`src/rtl/x_delay_line_meas.sv`:
```
// Delay-line edge-position meter: decodes each snapshot, accumulates min/max/avg/saturation per window.
// Define X_DELAY_LINE_MEAS_BUBBLE_EN for the bubble-tolerant popcount decoder (default: priority encoder).
module x_delay_line_meas #(
   parameter  int unsigned WIDTH    = 32,
   parameter  int unsigned WIN_LOG2 = 8,
   parameter  int unsigned WARMUP   = 4,
   localparam int unsigned PW       = $clog2(WIDTH + 1),
   localparam int unsigned SATW     = WIN_LOG2 + 1
) (
   input  logic             i_clk,
   input  logic             i_rst,
   input  logic [WIDTH-1:0] i_data,
   input  logic             i_clear,
   output logic [PW-1:0]    o_pos,
   output logic [PW-1:0]    o_min,
   output logic [PW-1:0]    o_max,
   output logic [PW-1:0]    o_avg,
   output logic [SATW-1:0]  o_sat_cnt,
   output logic             o_valid
);

   localparam int unsigned SW    = PW + WIN_LOG2;
   localparam int unsigned WCW   = $clog2(WARMUP + 1);
   localparam int unsigned CW    = (WIN_LOG2 > WCW) ? WIN_LOG2 : WCW;
   localparam int unsigned LAST  = (1 << WIN_LOG2) - 1;

   typedef enum logic {WARM, ACCUM} state_e;

   state_e          state_q;
   logic [CW-1:0]   cnt_q;
   logic            pos_vld_q;
   logic [PW-1:0]   pos_q, pos_d;
   logic [PW-1:0]   min_q, min_d, max_q, max_d, avg_d;
   logic [SW-1:0]   sum_q, sum_d;
   logic [SATW-1:0] sat_q, sat_d;
   logic [PW-1:0]   omin_q, omax_q, oavg_q;
   logic [SATW-1:0] osat_q;
   logic            valid_q;

   // Edge position relative to this period's launch value i_data[0]
   always_comb begin
      pos_d = PW'(WIDTH);
`ifdef X_DELAY_LINE_MEAS_BUBBLE_EN
      pos_d = '0;
      for (int i = 0; i < int'(WIDTH); i++)
         pos_d = pos_d + PW'(i_data[i] == i_data[0]);
`else
      for (int i = int'(WIDTH) - 1; i >= 1; i--)
         if (i_data[i] != i_data[0]) pos_d = PW'(i);
`endif
   end

   // Accumulators with the current registered position folded in
   always_comb begin
      min_d = (pos_q < min_q) ? pos_q : min_q;
      max_d = (pos_q > max_q) ? pos_q : max_q;
      sum_d = sum_q + SW'(pos_q);
      sat_d = sat_q + SATW'(pos_q == PW'(WIDTH));
      avg_d = PW'(sum_d >> WIN_LOG2);
   end

   // Measurement FSM; consumes o_pos one cycle after its i_data sample
   always_ff @(posedge i_clk or posedge i_rst) begin
      if (i_rst) begin
         state_q   <= WARM;
         cnt_q     <= '0;
         pos_vld_q <= 1'b0;
         pos_q     <= '0;
         min_q     <= PW'(WIDTH);
         max_q     <= '0;
         sum_q     <= '0;
         sat_q     <= '0;
         omin_q    <= '0;
         omax_q    <= '0;
         oavg_q    <= '0;
         osat_q    <= '0;
         valid_q   <= 1'b0;
      end else begin
         pos_q     <= pos_d;
         pos_vld_q <= 1'b1;
         valid_q   <= 1'b0;
         if (i_clear) begin
            // Also drops the sample already in o_pos so warmup counts only post-clear data
            state_q   <= WARM;
            cnt_q     <= '0;
            pos_vld_q <= 1'b0;
         end else if (pos_vld_q) begin
            case (state_q)
               WARM: begin
                  if (cnt_q == CW'(WARMUP - 1)) begin
                     state_q <= ACCUM;
                     cnt_q   <= '0;
                     min_q   <= PW'(WIDTH);
                     max_q   <= '0;
                     sum_q   <= '0;
                     sat_q   <= '0;
                  end else begin
                     cnt_q <= cnt_q + CW'(1);
                  end
               end
               ACCUM: begin
                  if (cnt_q == CW'(LAST)) begin
                     omin_q  <= min_d;
                     omax_q  <= max_d;
                     oavg_q  <= avg_d;
                     osat_q  <= sat_d;
                     valid_q <= 1'b1;
                     cnt_q   <= '0;
                     min_q   <= PW'(WIDTH);
                     max_q   <= '0;
                     sum_q   <= '0;
                     sat_q   <= '0;
                  end else begin
                     cnt_q <= cnt_q + CW'(1);
                     min_q <= min_d;
                     max_q <= max_d;
                     sum_q <= sum_d;
                     sat_q <= sat_d;
                  end
               end
               default: state_q <= WARM;
            endcase
         end
      end
   end

   assign o_pos     = pos_q;
   assign o_min     = omin_q;
   assign o_max     = omax_q;
   assign o_avg     = oavg_q;
   assign o_sat_cnt = osat_q;
   assign o_valid   = valid_q;

endmodule

```
`config.mk`:
```
export PLATFORM = sky130hd
export DESIGN_NAME = x_delay_line_meas
export DESIGN_NICKNAME = d
export VERILOG_FILES = /design/src/rtl/x_delay_line_meas.sv
export SDC_FILE = /design/constraint.sdc
export NUM_CORES = 1
export LEC_CHECK = 0
export BUFFER_PORTS_ARGS = -buffer_cell sky130_fd_sc_hd__buf_2
export CAP_MARGIN = 20
export CORE_MARGIN = 5
export CORE_UTILIZATION = 50
export DETAILED_ROUTE_END_ITERATION = 7
export PLACE_DENSITY = 0.82
export RECOVER_POWER = 100
export SYNTH_ARGS = -nofsm -noshare
export SYNTH_HDL_FRONTEND = slang
export SYNTH_SLANG_ARGS = --single-unit
```
`constraint.sdc`:
```
create_clock -name i_clk -period 6.4 [get_ports i_clk]
set_input_delay 0.64 -clock i_clk [delete_from_list [all_inputs] [get_ports i_clk]]
set_output_delay 0.64 -clock i_clk [all_outputs]
set_load 0.02 [all_outputs]
```
======== Word level (Yosys, flattened, before mapping) ========
Cells that the tools add are included.
cells by class
  add/subtract/negate cells ............... 3
  $mul .................................... 0
  div/mod/pow operators ................... 0
  $lt $le $gt $ge ......................... 2
  eq/ne operators ......................... 35
  shifts and indexed selects .............. 0
  muxes and demuxes ....................... 59
  bitwise operators ....................... 2
  reduce and logical (&&, ||, !) cells .... 3
operators by type and width
  kind                                                 number
  2-to-1 mux 6 bit                                     37
  2-to-1 mux 8 bit                                     4
  != test 1 bit                                        31
  2-to-1 mux 14 bit                                    2
  one-hot mux 14 bit (2 select lines)                  1
  one-hot mux 6 bit (2 select lines)                   2
  2-to-1 mux 9 bit                                     2
  one-hot mux 9 bit (2 select lines)                   1
  one-hot mux 8 bit (2 select lines)                   1
  adder 14 x 6 -> 14 bit                               1
  adder 9 x 1 -> 9 bit                                 1
  2-to-1 mux 1 bit                                     9
  adder 8 x 1 -> 8 bit, second input constant          1
  equality test 8 x 2 -> 1 bit, second input constant  1
  equality test 8 bit, second input constant           1
  equality test 6 bit, second input constant           1
  > comparator 6 bit                                   1
  less-than comparator 6 bit                           1
  AND reduction 4 bit                                  1
  AND reduction 3 bit                                  1
  != test 2 bit, second input constant                 1
  inverter 1 bit                                       2
  nonzero test 2 bit                                   1
storage, ports and cells
  register bits ........................... 79
  latch bits .............................. 0
  memory bits (writable) .................. 0
  memory bits (read-only) ................. 0
  input port bits ......................... 35
  output and inout bits ................... 34
  logic and storage cells ................. 117
  memories ................................ 0

======== Depth between registers and ports, before layout ========
Gate-level depths: netlist of the first run.
  word-level depth ........................ 32
  gate-level depth with buffers ........... 10
  gate-level depth less buffers ........... 10

======== Worst setup path before layout of the first run ========
Ideal clock, no wire load.
  path type ............................... reg-to-reg
  from .................................... reg pos_q[1] (netlist: o_pos[1])
  to ...................................... reg sat_q[8]
  setup time .............................. 0.129 ns
  data arrival time ....................... 2.471 ns
  data required time ...................... 6.271 ns
  slack ................................... 3.800 ns
  cell stages (with the launch flop) ...... 11
  buffers on the path ..................... 0
  period minus slack after synthesis ...... 2.600 ns
  cells stage by stage .................... dfrtp_1 or4_1 nor3_1 ha_1 ha_1 and3_1 and3_1 and3_1 nor2_1 o21ai_0 o21ai_0
on the way
  cells in the longest elaborated chain, start to end .. 4
RTL lines
  what                                line  text
  start, declared                     32    logic [PW-1:0] pos_q, pos_d;
  start signal, assigned              79    pos_q <= pos_d;
  equality test 6 bit                 58    sat_d = sat_q + SATW'(pos_q == PW'(WIDTH));
  adder 9 x 1 -> 9 bit                58
  2-to-1 mux 9 bit                    102   if (cnt_q == CW'(LAST)) begin
  one-hot mux 9 bit (2 select lines)  88    case (state_q)
  end signal, assigned                118   sat_q <= sat_d;
  end, declared                       35    logic [SATW-1:0] sat_q, sat_d;
No other way between the ends.
A chain may end at the register's enable or synchronous reset.

==> impl_results.md, run 1 <==
* Vias in the first global route at 4,067
* DRT iter0 DRCs at 191
* FILL cells at 848
* Worst path max stage delay at 1720 ps
* Initial antenna violation count at 0
* Clock Sinks at 79
* Max frequency at 291 MHz
* Crit path kind: primary input to async pin
* Chip height at 107 um
* RSZ-0062 raised after global routing: no
* First-pass DRT Iterations at 4
* Yosys reg bits at 79
* Antenna-violating nets left at 0
* Cells after Synth at 547
* CORE AREA at 9240 um2
* Gates resized, CTS repair at 0
* Critical Path Sink Type: async pin
* Clock Pin Slew Worst Setup and Hold Paths at 90 ps
* Worst-path fanout max at 44
* DP Area at 5160 um2
* Fin crit period at 3440 ps
* Setup_tns at 0 ps
* H-tree depth at 3
* I/O pin count at 69
* Synth Area per Inst at 8.64 um2
* Most frequent cells in the layout: dfrtp_1 (78), o21ai_0 (71), nand2_1 (69)
* Cell Chain, Critical Path: buf_2 -> inv_1 -> clkbuf_1
* Initial core utilization at 0.511
* Post-synth EDFFs at 0
* Largest net degree at the start of global routing at 46
* Root Driver: clkbuf_8
* Full die area at 11,500 um2
* Area of the multi-input gates at 2560 um2
* Max_slew headroom at -0.540
* Post-route DRC at 0
* Slowest CP cell: clkbuf_1
* Distinct cells, synth at 57
* Crit-path leading delay family: buffers and inverters
* Most common cell after layout, fill and taps aside: dfrtp_1
* Final hold violations at 0
* Pwr/cell area at 190 nW/um2
* Post-Route WL at 10,300 um
* Syn_nets at 603
* Final slew viol count at 91
* Sequential Area at 1980 um2
* Area Overhead vs Synth at 11.8%
* CTS buffer count at 9
* Post-CTS Repair Setup Buffers at 0
* Total GRT Usage at 0.187
* Worst-Margin Slew at 2310 ps
* Pleak at 2.42 nW
* Met2 Use GR at 0.314
* Post-route cell area at 5280 um2
* Failing checks: max-capacitance violations, max-slew violations
* Yosys top cell area share at 0.413
* Largest area contributor in the netlist: dfrtp_1
* GP Congestion at 0.875
* Cell Rows at 35
* Clock Latency Late Sink at 360 ps
* Yosys warns at 0
* Final hold slack at 475 ps
* Max IR drop VDD at 0.0920 mV
* Status: complete, but fails checks
* DP Wirelength at 7570 um
* Post-synth ARST share at 1.00
* WL per Instance at 13.9 um
* Hold-fix buffers at CTS at 0
* Final setup viols at 0
* CTS tree: built
* Fin crit share at 0.537
* Buf/Inv on CP at 3
* Vias/cell at 5.76
* Mapped Area at 4730 um2
* Main synth FF type: dfrtp_1
* Crit path DAT at 3420 ps
* Post-synthesis sequential area ratio at 0.419
* Fin Clk Skew at 15.0 ps
* Deepest clock path buffer count at 2
* Port-buffer cells at 68
* Routed vias at 4,272
* Grt met1 use at 0.250
* CP required at 6390 ps
* Antenna diodes at 0
* # nets final at 664
* First-pass GRT wire length at 18,000 um
* Crit path launch type: primary input
* Worst hold path type: primary input to flop
* Gr ovfl total at 0
* Layout cell share with drive strength beyond 1 at 0.0930
* Met3 global-route usage at 0.0277
* Width of the die at 107 um
* MaxCap Viol Count at 2
* GR peak layer: met2
* Top cells by area in the synthesized netlist: dfrtp_1 (41%), o21ai_0 (6.7%), nand2_1 (5.5%)
[final cells by class]
cell class                      count  share of cell area
Clock buffer                        9              0.0235
Clock inverter                      7              0.0116
Inverter                           22              0.0156
Multi-Input combinational cell    423               0.484
Sequential cell                    79               0.375
Tap cell                          129              0.0306
Timing Repair Buffer               73              0.0602
[power by group]
group / internal, W / total (W) / leakage (nW) / switching, W
Clock: 0.000149 / 0.000350 / 0.0892 / 0.000201
Sequential: 0.000511 / 0.000524 / 1.09 / 0.0000135
Combinational: 0.0000490 / 0.000126 / 1.25 / 0.0000774
Total: 0.000709 / 0.00100 / 2.42 / 0.000292
[metrics by stage]
stage | instances | setup slack (ps) | power, W | util
final | 742 | 2960 | 0.00100 | 0.572
after global routing | 742 | 2170 | 0.00105 | 0.572
after CTS | 742 | 3580 | 0.00101 | 0.579
after detailed placement | 726 | 3580 | 0.000662 | 0.559
after global placement | 726 | 3640 | 0.000655 | 0.559
after floorplan | 547 | 3740 | 0.000621 | -
[sequential cells by signal, indices dropped and copies added, names as in the netlist]
signal,flops
max_q,6
pos_vld_q,1
o_pos,6
o_sat_cnt,9
min_q,6
o_min,6
state_q,1
o_valid,1
sat_q,9
o_avg,6
o_max,6
sum_q,14
cnt_q,8
[worst register-to-register path, cell delays in order, from the launching register on]
cell,delay [ps]
dfrtp_1,410
ha_1,230
and3_1,220
nand3_1,160
o21ai_0,380
or2_0,150
clkbuf_1,760
o21bai_1,390
a32o_1,300
[kinds of logic (layout without fill, tap and decap cells)]
kind of cell / after synthesis / in the layout / share of synthesized area
XOR/XNOR: 19 / 19 / 0.0352
buffers and inverters: 45 / 111 / 0.0392
AND/OR/NAND/NOR: 199 / 199 / 0.194
AO/OA/AOI/OAI: 174 / 174 / 0.234
multiplexers: 10 / 10 / 0.0220
adder cells (fa/ha/maj): 21 / 21 / 0.0572
flip-flops: 79 / 79 / 0.419
[cell usage after synthesis (2+ instances only)]
cell type,instances
mux2_2,3
a221o_1,2
xor2_1,8
and3_1,10
o211ai_1,2
clkbuf_1,15
o21ai_0,63
o22ai_1,5
ha_1,20
o21a_1,3
nand3b_1,2
o31ai_1,6
a21oi_1,26
a31oi_1,8
nand4_1,2
a32oi_1,2
o41ai_1,2
or2_2,2
xnor2_1,11
a211o_1,2
nor4_1,4
inv_1,22
dfrtp_1,78
a22o_1,12
nor2_1,48
o21ai_1,9
nor3b_1,2
mux2i_1,7
o21bai_1,3
nand2_1,69
a32o_1,5
a21o_1,13
nand3_1,26
nand2b_1,4
or3_1,5
a221oi_1,2
nor2b_1,5
buf_2,7
nor3_1,14
[worst paths after layout]
kind / to / slack [ps] / start / cells after the start
hold reg to reg: o_max[3] / 490 / o_max[3] / 2
hold / removal: pos_vld_q / 470 / i_clear / 2
max in group i_clk: min_q[1] / 3290 / cnt_q[0] / 8
min in group asynchronous: o_max[5] / 650 / i_rst / 2
setup reg to reg: min_q[1] / 3290 / cnt_q[0] / 8
setup / recovery: sum_q[0] / 2960 / i_rst / 3
[layer usage]
metal / part of all wire / routed length (um)
met4: 0.012 / 127
met2: 0.48 / 4910
met1: 0.47 / 4810
met3: 0.045 / 463
met5: 0 / 0
Power figures use the tool's default switching activity.
==> run 2: changes to the inputs <==
--- a/config.mk
+++ b/config.mk
@@ -5,12 +5,13 @@
 export SDC_FILE = /design/constraint.sdc
 export NUM_CORES = 1
 export LEC_CHECK = 0
+export ABC_AREA = 1
 export BUFFER_PORTS_ARGS = -buffer_cell sky130_fd_sc_hd__buf_2
 export CAP_MARGIN = 20
 export CORE_MARGIN = 5
 export CORE_UTILIZATION = 50
 export DETAILED_ROUTE_END_ITERATION = 7
-export PLACE_DENSITY = 0.82
+export PLACE_DENSITY = 0.85
 export RECOVER_POWER = 100
 export SYNTH_ARGS = -nofsm -noshare
 export SYNTH_HDL_FRONTEND = slang
==> constraint.sdc (replaced) <==
create_clock -name i_clk -period 2.8 [get_ports i_clk]
set_input_delay 0.28 -clock i_clk [delete_from_list [all_inputs] [get_ports i_clk]]
set_output_delay 0.28 -clock i_clk [all_outputs]
set_load 0.02 [all_outputs]
==> run 2 against run 1 <==
Compared with the run above: the flow now finishes without violations; total power increased to 3.0 times the previous value; sequential power increased to 2.6 times the previous value; register-to-register slack got worse by 3100 ps; clock power increased to 2.7 times the previous value; area after synthesis decreased by 6.5%; sequential cell count unchanged; global-route usage decreased by 0.37 points; cell area decreased by 4.7%; critical path type is now flop to flop; highest routed layer unchanged.
==> impl_results.md, run 2 <==
* Status: finished, final reports clean
* Post-synth ARST share at 1.00
* CTS buffer count at 9
* Post-route DRC at 0
* Top cells by area in the synthesized netlist: dfrtp_1 (44%), nand2_1 (10%), xnor2_1 (5.9%)
* FILL cells at 774
* Distinct cells, synth at 40
* Full die area at 10,800 um2
* Area Overhead vs Synth at 13.9%
* GP Congestion at 0.843
* Syn_nets at 578
* Deepest clock path buffer count at 2
* Layout cell share with drive strength beyond 1 at 0.102
* Port-buffer cells at 68
* Worst-Margin Slew at 1170 ps
* Post-synthesis sequential area ratio at 0.447
* Most common cell after layout, fill and taps aside: nand2_1
* Mapped Area at 4420 um2
* Post-Route WL at 9570 um
* Yosys warns at 0
* Initial core utilization at 0.509
* First-pass GRT wire length at 16,900 um
* Top reg by flops: sum_q
* WL per Instance at 13.5 um
* CTS tree: built
* Worst setup margin at 232 ps
* Largest net degree at the start of global routing at 45
* Routed vias at 3,745
* Cell Rows at 34
* Max_slew headroom at 0.217
* CORE AREA at 8680 um2
* Antenna diodes at 0
* Most frequent cells in the layout: nand2_1 (120), dfrtp_1 (78), inv_1 (56)
* Chip height at 104 um
* Vias in the first global route at 3,896
* Crit path launch type: flop
* Clock Sinks at 79
* Clock Pin Slew Worst Setup and Hold Paths at 80 ps
* Max IR drop VDD at 0.252 mV
* Main synth FF type: dfrtp_1
* Crit path kind: flop to flop
* Largest area contributor in the netlist: dfrtp_1
* Width of the die at 104 um
* Gr ovfl total at 0
* Fin crit share at 0.917
* Met3 global-route usage at 0.0435
* # nets final at 650
* Max frequency at 389 MHz
* DP Area at 4880 um2
* Final slew viol count at 0
* First-pass DRT Iterations at 4
* Post-synth EDFFs at 0
* I/O pin count at 69
* Max FFs per register at 14
* Yosys top cell area share at 0.442
* Initial antenna violation count at 0
* Final setup viols at 0
* Pleak at 2.40 nW
* Cells after Synth at 522
* Antenna-violating nets left at 0
* DRT iter0 DRCs at 186
* RSZ-0062 raised after global routing: no
* Synth cell count leaders: nand2_1 (120), dfrtp_1 (78), inv_1 (55)
* Vias/cell at 5.30
* H-tree depth at 3
* Post-route cell area at 5030 um2
* Non-filler instance count after layout at 707
* Total GRT Usage at 0.184
* Met2 Use GR at 0.317
* Synth Area per Inst at 8.47 um2
* Worst-path fanout max at 10
* Pwr/cell area at 599 nW/um2
* GR peak layer: met2
* Root Driver: clkbuf_8
* Grt met1 use at 0.222
* Fin crit period at 2570 ps
* Count leader, synth: nand2_1
* Crit path DAT at 2770 ps
* # placed instances at 690
* Post-CTS Repair Setup Buffers at 0
* Setup_tns at 0 ps
* Worst hold path type: primary input to flop
* Yosys reg bits at 79
* Fin Clk Skew at 8.57 ps
* Final hold violations at 0
* DP Wirelength at 7120 um
* MaxCap Viol Count at 0
* Pre-CTS setup slack at 318 ps
* Critical Path Sink Type: flop
* Clock Latency Late Sink at 350 ps
* CP required at 3000 ps
-- run 2: cell count changes after synthesis, moves of 7 or more --
cell     previous run  this run
nand2_1            69       120
o21ai_0            63        23
inv_1              22        55
o21ai_1             9        33
o22ai_1             5        26
xnor2_1            11        30
nor2_1             48        33
nand3_1            26        12
a21o_1             13         1
a22o_1             12         0
a21oi_1            26        15
and3_1             10         1
mux2i_1             7         0
xor2_1              8        15
-- run 2: power by group --
part	internal, W	switching (W)
clock network	0.000551	0.000391
logic	0.000275	0.000441
registers	0.00128	0.0000835
total	0.00210	0.000915
-- run 2: worst paths after layout --
kind | start | to | slack (ps) | cells past startpoint
max | o_pos[1] | o_max[5] | 230 | 10
min | i_clear | pos_vld_q | 110 | 2
max reg2reg | o_pos[1] | o_max[5] | 230 | 10
min reg2reg | o_sat_cnt[8] | o_sat_cnt[8] | 490 | 2
max in group asynchronous | i_rst | min_q[2] | 740 | 4
min in group asynchronous | i_rst | pos_vld_q | 560 | 3
-- run 2: routing by layer --
metal / routed length, um / vias to the layer above
met5: 0 / -
met4: 121 / 0
met3: 523 / 12
met2: 4770 / 116
met1: 4160 / 1745
li1: - / 1872
-- run 2: area by class of cell --
| cell class | count | area (um2) | area share |
|---|---|---|---|
| multi-input combinational | 366 | 2120 | 0.421 |
| inverter | 61 | 229 | 0.0455 |
| tap | 108 | 135 | 0.0268 |
| clock inverter | 3 | 65.1 | 0.0129 |
| timing repair buffer | 77 | 348 | 0.0691 |
| clock buffer | 13 | 159 | 0.0316 |
| sequential | 79 | 1980 | 0.393 |
-- run 2: through the flow --
stage / total power (W) / utilization / hold slack (ps)
2_1_floorplan: 0.00191 / - / 339
3_3_place_gp: 0.00206 / 0.562 / 283
3_5_place_dp: 0.00211 / 0.562 / 286
4_1_cts: 0.00305 / 0.589 / 96.3
5_1_grt: 0.00321 / 0.580 / 109
6_report: 0.00302 / 0.580 / 111
-- run 2: cells by family (layout without fill, tap and decap cells) --
| logic type | count (synthesis) | in the layout | share of synthesized area |
|---|---|---|---|
| XOR/XNOR | 48 | 48 | 0.103 |
| flip-flops | 79 | 79 | 0.447 |
| buffers and inverters | 77 | 154 | 0.0727 |
| adder cells (fa/ha/maj) | 21 | 21 | 0.0611 |
| AND/OR/NAND/NOR | 182 | 182 | 0.166 |
| AO/OA/AOI/OAI | 115 | 115 | 0.149 |
-- run 2: critical path, stage by stage, from the launching register on --
cell and delay, ps:
dfrtp_1 520, ha_1 370, inv_1 70, o21bai_1 60, a21oi_1 150, nor2_1 60, o32ai_1 440, clkbuf_1 370
nand2_1 100, o21ai_0 150, o21ai_0 130
-- run 2: timing repair --
action | in CTS | in global routing
hold endpoints to repair | 16 | 0
hold buffers | 1 | 0
resized for setup | 0 | 0
